**src/rtl/booth_seq_multiply_if.sv**
```systemverilog
`default_nettype none
// ============================================================================
// Module   : booth_seq_multiply_if
// Purpose  : Start/busy/done handshake and operand/product bus for the
//            sequential Booth multiplier.
// Revision : 1.0 - initial release
// ============================================================================
interface booth_seq_multiply_if #(
    parameter int BITS = 32
);
    logic                start;
    logic                is_signed;
    logic [BITS-1:0]     multiplicand;
    logic [BITS-1:0]     multiplier;
    logic                busy;
    logic                done;
    logic [2*BITS-1:0]   product;

    modport master (
        output start, is_signed, multiplicand, multiplier,
        input  busy, done, product
    );

    modport slave (
        input  start, is_signed, multiplicand, multiplier,
        output busy, done, product
    );
endinterface
`default_nettype wire

```
**src/rtl/booth_seq_multiply.sv**
```systemverilog
`default_nettype none
// ============================================================================
// Module   : booth_seq_multiply
// Purpose  : Iterative radix-4 Booth multiplier, one 3-bit group per clock,
//            signed/unsigned mode. Optional EARLY_TERM_EN macro ends the run
//            once the remaining multiplier bits are pure sign extension.
// Revision : 1.0 - initial release
// ============================================================================
module booth_seq_multiply #(
    parameter int BITS = 32
) (
    input  wire logic           clk,
    input  wire logic           reset,
    booth_seq_multiply_if.slave bus
);
    localparam int EXT_W = BITS + 2;
    localparam int ACC_W = 2*BITS + 4;
    localparam int CNT_W = $clog2(BITS/2 + 2);

    typedef enum logic [1:0] {
        S_IDLE = 2'd0,
        S_RUN  = 2'd1,
        S_DONE = 2'd2
    } state_t;

    state_t             state_q, state_d;
    logic [ACC_W-1:0]   a_q, a_d;
    logic [EXT_W:0]     m_q, m_d;
    logic [ACC_W-1:0]   acc_q, acc_d;
    logic [CNT_W-1:0]   cnt_q, cnt_d;
    logic [CNT_W-1:0]   last_q, last_d;
    logic [2*BITS-1:0]  prod_q, prod_d;

    logic [ACC_W-1:0]   w_pp;
    logic [ACC_W-1:0]   w_acc_sum;
    logic               w_rest_uniform;
    logic               w_ext_m;

    // a_q carries A << 2j and m_q the multiplier (with m[-1]) shifted right by
    // 2j, so the current group always sits at m_q[2:0].
    always_comb begin
        w_pp = '0;
        case (m_q[2:0])
            3'b001, 3'b010: w_pp = a_q;
            3'b011:         w_pp = a_q << 1;
            3'b100:         w_pp = -(a_q << 1);
            3'b101, 3'b110: w_pp = -a_q;
            default:        w_pp = '0;
        endcase
    end

    assign w_acc_sum = acc_q + w_pp;
    assign w_ext_m   = bus.is_signed & bus.multiplier[BITS-1];

`ifdef EARLY_TERM_EN
    assign w_rest_uniform = (&m_q[EXT_W:2]) | ~(|m_q[EXT_W:2]);
`else
    assign w_rest_uniform = 1'b0;
`endif

    always_comb begin
        state_d = state_q;
        a_d     = a_q;
        m_d     = m_q;
        acc_d   = acc_q;
        cnt_d   = cnt_q;
        last_d  = last_q;
        prod_d  = prod_q;
        case (state_q)
            S_IDLE, S_DONE: begin
                if (bus.start) begin
                    state_d = S_RUN;
                    a_d     = bus.is_signed
                              ? {{(ACC_W-BITS){bus.multiplicand[BITS-1]}}, bus.multiplicand}
                              : {{(ACC_W-BITS){1'b0}}, bus.multiplicand};
                    m_d     = {w_ext_m, w_ext_m, bus.multiplier, 1'b0};
                    acc_d   = '0;
                    cnt_d   = '0;
                    last_d  = bus.is_signed ? CNT_W'(BITS/2 - 1) : CNT_W'(BITS/2);
                end else begin
                    state_d = S_IDLE;
                end
            end
            S_RUN: begin
                acc_d = w_acc_sum;
                a_d   = a_q << 2;
                m_d   = {m_q[EXT_W], m_q[EXT_W], m_q[EXT_W:2]};
                cnt_d = cnt_q + CNT_W'(1);
                if ((cnt_q == last_q) || w_rest_uniform) begin
                    state_d = S_DONE;
                    prod_d  = w_acc_sum[2*BITS-1:0];
                end
            end
            default: state_d = S_IDLE;
        endcase
    end

    always_ff @(posedge clk) begin
        if (reset) begin
            state_q <= S_IDLE;
            a_q     <= '0;
            m_q     <= '0;
            acc_q   <= '0;
            cnt_q   <= '0;
            last_q  <= '0;
            prod_q  <= '0;
        end else begin
            state_q <= state_d;
            a_q     <= a_d;
            m_q     <= m_d;
            acc_q   <= acc_d;
            cnt_q   <= cnt_d;
            last_q  <= last_d;
            prod_q  <= prod_d;
        end
    end

    assign bus.busy    = (state_q == S_RUN);
    assign bus.done    = (state_q == S_DONE);
    assign bus.product = prod_q;
endmodule
`default_nettype wire

```
**src/flat_wrapper.sv**
```systemverilog
// flat-port wrapper written by rule: the top's interface ports become plain ports
module booth_seq_multiply_flat 
#(
    parameter int BITS = 32
)
  (clk, reset, bus_start, bus_is_signed, bus_multiplicand, bus_multiplier, bus_busy, bus_done, bus_product);
  booth_seq_multiply_if #(.BITS(BITS)) bus_i ();
  input  wire logic clk;
  input  wire logic reset;
  input wire logic [$bits(bus_i.start)-1:0] bus_start;
  input wire logic [$bits(bus_i.is_signed)-1:0] bus_is_signed;
  input wire logic [$bits(bus_i.multiplicand)-1:0] bus_multiplicand;
  input wire logic [$bits(bus_i.multiplier)-1:0] bus_multiplier;
  output wire logic [$bits(bus_i.busy)-1:0] bus_busy;
  output wire logic [$bits(bus_i.done)-1:0] bus_done;
  output wire logic [$bits(bus_i.product)-1:0] bus_product;
  assign bus_i.start = bus_start;
  assign bus_i.is_signed = bus_is_signed;
  assign bus_i.multiplicand = bus_multiplicand;
  assign bus_i.multiplier = bus_multiplier;
  assign bus_busy = bus_i.busy;
  assign bus_done = bus_i.done;
  assign bus_product = bus_i.product;
  booth_seq_multiply #(.BITS(BITS)) u_core (.clk(clk), .reset(reset), .bus(bus_i));
endmodule
```
**config.mk**
```make
export PLATFORM = sky130hd
export DESIGN_NAME = booth_seq_multiply_flat
export DESIGN_NICKNAME = d
export VERILOG_FILES = /design/src/rtl/booth_seq_multiply_if.sv /design/src/rtl/booth_seq_multiply.sv /design/src/flat_wrapper.sv
export SDC_FILE = /design/constraint.sdc
export NUM_CORES = 1
export LEC_CHECK = 0
export CAP_MARGIN = 0
export CORE_MARGIN = 4
export CORE_UTILIZATION = 25
export CTS_CLUSTER_SIZE = 30
export DETAILED_ROUTE_END_ITERATION = 8
export MAX_ROUTING_LAYER = met4
export PLACE_DENSITY = 0.48
export SYNTH_ARGS = -nofsm -noshare
export SYNTH_HDL_FRONTEND = slang
export SYNTH_SLANG_ARGS = --single-unit
```
**constraint.sdc**
```tcl
create_clock -name clk -period 9.2 [get_ports clk]
set_input_delay 1.38 -clock clk [delete_from_list [all_inputs] [get_ports clk]]
set_output_delay 1.38 -clock clk [all_outputs]
set_load 0.03 [all_outputs]
```
== Word level (Yosys, flattened, before mapping) ==
Cells that the tools add are included.

* Flip-flop bits (word level): 247
* Bits in latches: 0
* Bits in writable memories: 0
* Bits in read-only memories: 0
* Input bits: 68
* Output and inout bits: 66
* Word-level logic and storage cells: 48
* Memories kept: 0

* Add/sub/neg operators: 4
* Multiply operators: 0
* Div/mod/pow operators: 0
* $lt $le $gt $ge: 0
* Equal/unequal tests: 11
* Shift operators: 0
* Mux-type cells: 14
* Bitwise gates (word level): 2
* Reduce and logical (&&, ||, !) cells: 9

{| class="wikitable"
|+ Operators with widths
! operator !! count
|-
| one-hot mux 68 bit (2 select lines) || 2
|-
| one-hot mux 68 bit (4 select lines) || 1
|-
| 2-to-1 mux 68 bit || 3
|-
| negation 68 bit || 2
|-
| one-hot mux 35 bit (2 select lines) || 1
|-
| adder 68 bit || 1
|-
| 2-to-1 mux 35 bit || 1
|-
| 2-to-1 mux 5 bit || 2
|-
| one-hot mux 5 bit (2 select lines) || 1
|-
| equality test 3 bit (second input constant) || 3
|-
| equality test 3 x 2 -> 1 bit (second input constant) || 2
|-
| AND reduction 2 bit || 3
|-
| OR reduction 2 bit || 3
|-
| adder 5 x 1 -> 5 bit (second input constant) || 1
|-
| equality test 5 bit || 1
|-
| one-hot mux 2 bit (2 select lines) || 1
|-
| equality test 3 x 1 -> 1 bit (second input constant) || 1
|-
| AND reduction 3 bit || 1
|-
| equality test 2 x 1 -> 1 bit (second input constant) || 1
|-
| equality test 2 bit (second input constant) || 1
|-
| zero test 2 bit || 1
|-
| 2-to-1 mux 2 bit || 1
|-
| != test 2 x 1 -> 1 bit (second input constant) || 1
|-
| != test 2 bit (second input constant) || 1
|-
| 4 further kinds || 4
|}

== Logic depth before layout (Yosys ltp) ==
* Depth after elaboration: 5
* Depth in mapped cells: 24
* Mapped depth without buffers: 22

== Least setup slack after synthesis ==
No wires, ideal clock.

* Kind: flip-flop to flip-flop
* Start point: register u_core.a_q[28]
* End point: register u_core.prod_q[61], in the netlist u_core.bus.product[61]
* Library setup time: 0.137 ns
* Arrival time: 4.816 ns
* Required time: 9.063 ns
* Path slack: 4.247 ns
* Cell stages (with the launch flop): 22
* Path buffers: 3
* Period minus slack after synthesis: 4.953 ns
* Path through: dfxtp_1 > clkbuf_1 > nor4_4 > nand3_1 > or4_4 > or4_1 > clkbuf_1 > or3_2 > nand2_1 > xnor2_1 > nand2_1 > nand2_1 > ha_1 > clkbuf_1 > a21oi_1 > o21ai_0 > or4_1 > a21oi_1 > o21ai_0 > o31ai_1 > xor2_1 > a211oi_1

* Longest elaborated chain between the ends: 3
* Elaborated cells on any way between the ends: 4
* Classes of those cells: 3 x add/sub; 1 x mux

{| class="wikitable"
|+ RTL lines
! element !! line !! source
|-
| start: declaration || booth_seq_multiply.sv:27 || <nowiki>logic [ACC_W-1:0] a_q, a_d;</nowiki>
|-
| start signal: assignment || booth_seq_multiply.sv:101 || <nowiki>a_q <= '0;</nowiki>
|-
| start signal: assignment || booth_seq_multiply.sv:109 || <nowiki>a_q <= a_d;</nowiki>
|-
| negation 68 bit, on equally long branches || booth_seq_multiply.sv:47, booth_seq_multiply.sv:46 ||
|-
| one-hot mux 68 bit (4 select lines) (*) || booth_seq_multiply.sv:43 || <nowiki>case (m_q[2:0])</nowiki>
|-
| adder 68 bit (*) || booth_seq_multiply.sv:52 || <nowiki>assign w_acc_sum = acc_q + w_pp;</nowiki>
|-
| end signal: assignment || booth_seq_multiply.sv:114 || <nowiki>prod_q <= prod_d;</nowiki>
|-
| end: declaration || booth_seq_multiply.sv:32 || <nowiki>logic [2*BITS-1:0] prod_q, prod_d;</nowiki>
|}

Every way passes the cells marked *; elsewhere a longest branch is shown, timed or not.
A chain may end at the register's enable or synchronous reset.

== Final worst setup path ==
* Start point: register u_core.m_q[1]
* End point: register u_core.acc_q[50]

* Longest elaborated chain between the ends: 5
* Elaborated cells on any way between the ends: 11
* Classes of those cells: 1 x add/sub; 6 x eq/ne; 2 x mux; 2 x reduce/logical

{| class="wikitable"
|+ RTL lines
! element !! line !! source
|-
| start: declaration || booth_seq_multiply.sv:28 || <nowiki>logic [EXT_W:0] m_q, m_d;</nowiki>
|-
| start signal: assignment || booth_seq_multiply.sv:110 || <nowiki>m_q <= m_d;</nowiki>
|-
| equality test 3 bit, or another cell as far along || booth_seq_multiply.sv:43 ||
|-
| OR reduction 2 bit || booth_seq_multiply.sv:43 ||
|-
| one-hot mux 68 bit (4 select lines) (*) || booth_seq_multiply.sv:43 ||
|-
| adder 68 bit (*) || booth_seq_multiply.sv:52 ||
|-
| one-hot mux 68 bit (2 select lines) (*) || booth_seq_multiply.sv:69 || <nowiki>case (state_q)</nowiki>
|-
| end signal: assignment || booth_seq_multiply.sv:103 || <nowiki>acc_q <= '0;</nowiki>
|-
| end signal: assignment || booth_seq_multiply.sv:111 || <nowiki>acc_q <= acc_d;</nowiki>
|-
| end: declaration || booth_seq_multiply.sv:29 || <nowiki>logic [ACC_W-1:0] acc_q, acc_d;</nowiki>
|}

Marked as above.

==> results.json <==
{
  "clkTransAtPathRegs_ns": 0.06,
  "post-cts-setup-buffers": 0,
  "syn_area_um2": 15400,
  "place_hpwl_um": 39900,
  "ant_nets": 0,
  "rsz0062_at_grt": "no",
  "grt_pass1_vias": 14500,
  "antenna_found_initial": 1,
  "grt_pass1_wl_um": 85800,
  "io_pins": 134,
  "cts-root-buf": "clkbuf_16",
  "area_growth_syn_to_layout_pct": 18.4,
  "multiInputGateArea_um2": 9940,
  "maxCapViolations": 0,
  "yosysTopAreaCell": "dfxtp_1",
  "grt_max_degree": 105,
  "seqCellArea_um2": 4730,
  "min_from": "u_core.bus.product[41]$_SDFFE_PP0P_",
  "insertion_delay_ns": 0.60,
  "crit_buf_inv": 1,
  "dr.first_iter.drc_count": 1259,
  "cts_buffers": 29,
  "fill_cells": 6576,
  "synthCells": 2097,
  "coreArea_um2": 60700,
  "fmax_mhz": 152,
  "period_needed_ns": 6.57,
  "synth_cell_types": 73,
  "crit_slowest_cell": "nor2_1",
  "end_kind": "flip-flop",
  "synth.most_common_cell": "nand2_1",
  "cp.arrival_ns": 7.01,
  "critPathMaxFanout": 21,
  "syn-num-nets": 2231,
  "cts_resized": 0,
  "drive_gt1_share_pct": 5.14,
  "p_int_mw": 2.14,
  "post-place-ws_ns": 2.66,
  "ys_ff_latch": 236,
  "drcViolationCount": 0,
  "p_switching_mw": 1.11,
  "row_count": 90,
  "wl_per_cell_um": 19.0,
  "synthArstFlopShare_pct": 0,
  "drtPass1Iterations": 5,
  "yosys-top-cells-area": "dfxtp_1 31%, a22oi_1 7.7%, nand2_1 7.3%",
  "synth_common_cells": "301 x nand2_1, 236 x dfxtp_1, 225 x a21oi_1, 190 x nor2_1",
  "h-tree-depth": 1,
  "synth-edff-count": 0,
  "path_common_cell": "o21ai_0",
  "ir_worst_vdd_mv": 0.121,
  "r2r-start": "u_core.m_q[1]$_SDFFE_PP0P_",
  "cp-start-kind": "flip-flop",
  "setup_violations": 0,
  "worst_pin_slew_ns": 1.30,
  "hold_viol_final": 0,
  "path_cells": "inv_1 -> nand2_1 -> nor2_1 -> a21oi_1 -> nand2_1 -> o21ai_0 -> o21ai_0 -> ha_1 -> o21ai_0 -> o21bai_1 -> a221oi_1 -> o21ai_0 -> nand2_1 -> o21ai_0 -> a221o_1 -> a221oi_1 -> xor2_1 -> o21ai_0",
  "yosysWarnings": 0,
  "crit_path_start": "u_core.m_q[1]$_SDFFE_PP0P_",
  "dpl.cell_count": 2849,
  "avgSynthCellArea_um2": 7.36,
  "die_h_um": 256,
  "period_share_pct": 71.4,
  "finalNetCount": 2232,
  "clock_sinks": 236,
  "p_clk_share_pct": 37.9,
  "yosys_most_used_dff": "dfxtp_1",
  "die_width_um": 256,
  "hold_buffers": 0,
  "vias": 15300,
  "seqPwrFrac_pct": 35.6,
  "numPortBuffers": 133,
  "netSwitchingFraction_pct": 34.1,
  "critical_path.max_stage_delay_ns": 1.05,
  "skew_ns": 0.0286,
  "maxSlewViolCount": 0,
  "dieArea_um2": 65800,
  "finalPower_mw": 3.25,
  "tritoncts": "yes",
  "setup_tns_ns": 0,
  "start_util_pct": 25.4,
  "clk_path_buf_depth": 3,
  "cp.required_ns": 9.65,
  "fin_cells": 2903,
  "critPathTopFamily": "compound AO/OA/AOI/OAI gates",
  "p_leak_nw": 6.71,
  "critical_path_class": "flip-flop to flip-flop",
  "power_frac_comb_pct": 26.4,
  "grt_overflow": 0,
  "min_path_type": "flip-flop to flip-flop",
  "routabilityCongestion": 0.910,
  "maxSlewHeadroom_pct": 13.1,
  "outcome": "finished clean",
  "yosysSeqAreaShare_pct": 30.6,
  "routed_via_density": 5.28,
  "yosys.area.top_type_share_pct": 30.6,
  "fin_ws_ns": 2.63,
  "wirelength_um": 55200,
  "grt_usage_pct": 16.4,
  "powerDensity_nw_per_um2": 178
}
per-stage QoR:
stage	utilization [%]	hold slack, ns	cell area, µm²
3_5_place_dp	28.4	0.447	17200
3_3_place_gp	28.4	0.442	17200
6_report	30.1	0.452	18300
5_1_grt	30.1	0.474	18300
4_1_cts	30.1	0.456	18300
2_1_floorplan	-	0.432	15400
final cells by class:
type / count / area share, %
antenna: 1 / 0.0137
tap: 782 / 5.36
inverter: 21 / 0.438
sequential: 236 / 25.9
clock inverter: 12 / 1.07
clock buffer: 41 / 4.60
timing repair buffer: 156 / 8.24
multi-input combinational: 1654 / 54.4
flip-flops by register name, indices dropped and copies added, names as in the netlist:
name,cells
u_core.acc_q,64
u_core.cnt_q,5
u_core.last_q,2
u_core.state_q,2
u_core.bus.product,64
u_core.a_q,64
u_core.m_q,35
path summary, 6_finish.rpt:
kind / to / slack [ns] / depth (start not counted)
worst min register to register: u_core.bus.product[41]$_SDFFE_PP0P_ / 0.45 / 2
worst min-delay path: u_core.bus.product[41]$_SDFFE_PP0P_ / 0.45 / 2
worst max-delay path: u_core.acc_q[50]$_SDFFE_PP0P_ / 2.63 / 18
worst max register to register: u_core.acc_q[50]$_SDFFE_PP0P_ / 2.63 / 18
power groups by stage:
stage	logic [mW]	clock network [mW]	registers (mW)
after floorplan	0.589	0	1.16
after global placement	0.851	0	1.18
after detailed placement	0.855	0	1.18
after CTS	0.857	1.28	1.16
after global routing	0.946	1.31	1.17
final	0.858	1.23	1.16
layer usage:
| layer | vias up | GRT usage (%) | part of all wire, % |
|---|---|---|---|
| li1 | 7578 | - | - |
| met1 | 7284 | 23.8 | 49 |
| met2 | 415 | 24.2 | 43 |
| met3 | 65 | 2.25 | 5.7 |
| met4 | 0 | 3.67 | 1.8 |
| met5 | - | - | 0 |
tightest hold or removal path, stage by stage, from the launching register on:
cell and delay (ns):
dfxtp_1 0.31, nand2_1 0.05, a21oi_1 0.05
placed cells by master, fill, tap and decap left out, drive strengths merged, types with 9 or more instances in the layout:
master         Yosys  final
a211oi            13     13
a21o              35     35
a21oi            225    225
a22o              18     18
a22oi            159    159
a31oi              9      9
buf               27     24
clkbuf           159     41
clkdlybuf4s50      0    132
dfxtp            236    236
ha                65     65
inv               21     24
nand2            301    301
nand2b            17     17
nand3             33     33
nand4             17     17
nor2             190    190
nor2b             10     10
nor3              58     58
nor4              16     16
o211ai             9      9
o21ai            157    157
o21bai            10     10
o221ai            12     12
o22ai             31     31
o31ai             11     11
or2               11     11
or3               21     21
or4               17     17
xnor2             69     69
xor2              61     61
cell families (layout without fill, tap and decap cells):
| family | after synthesis | count (layout) | synth area share (%) |
|---|---|---|---|
| adders and majority gates | 66 | 66 | 5.40 |
| AOI/OAI and AO/OA | 736 | 736 | 30.0 |
| and+or+nand+nor | 721 | 721 | 21.2 |
| other | 0 | 1 | 0 |
| buffers and inverters | 207 | 230 | 5.28 |
| muxes | 1 | 1 | 0.0649 |
| DFF | 236 | 236 | 30.6 |
| xor gates and xnor gates | 130 | 130 | 7.38 |
No activity file was read; power rests on OpenSTA's default activity.
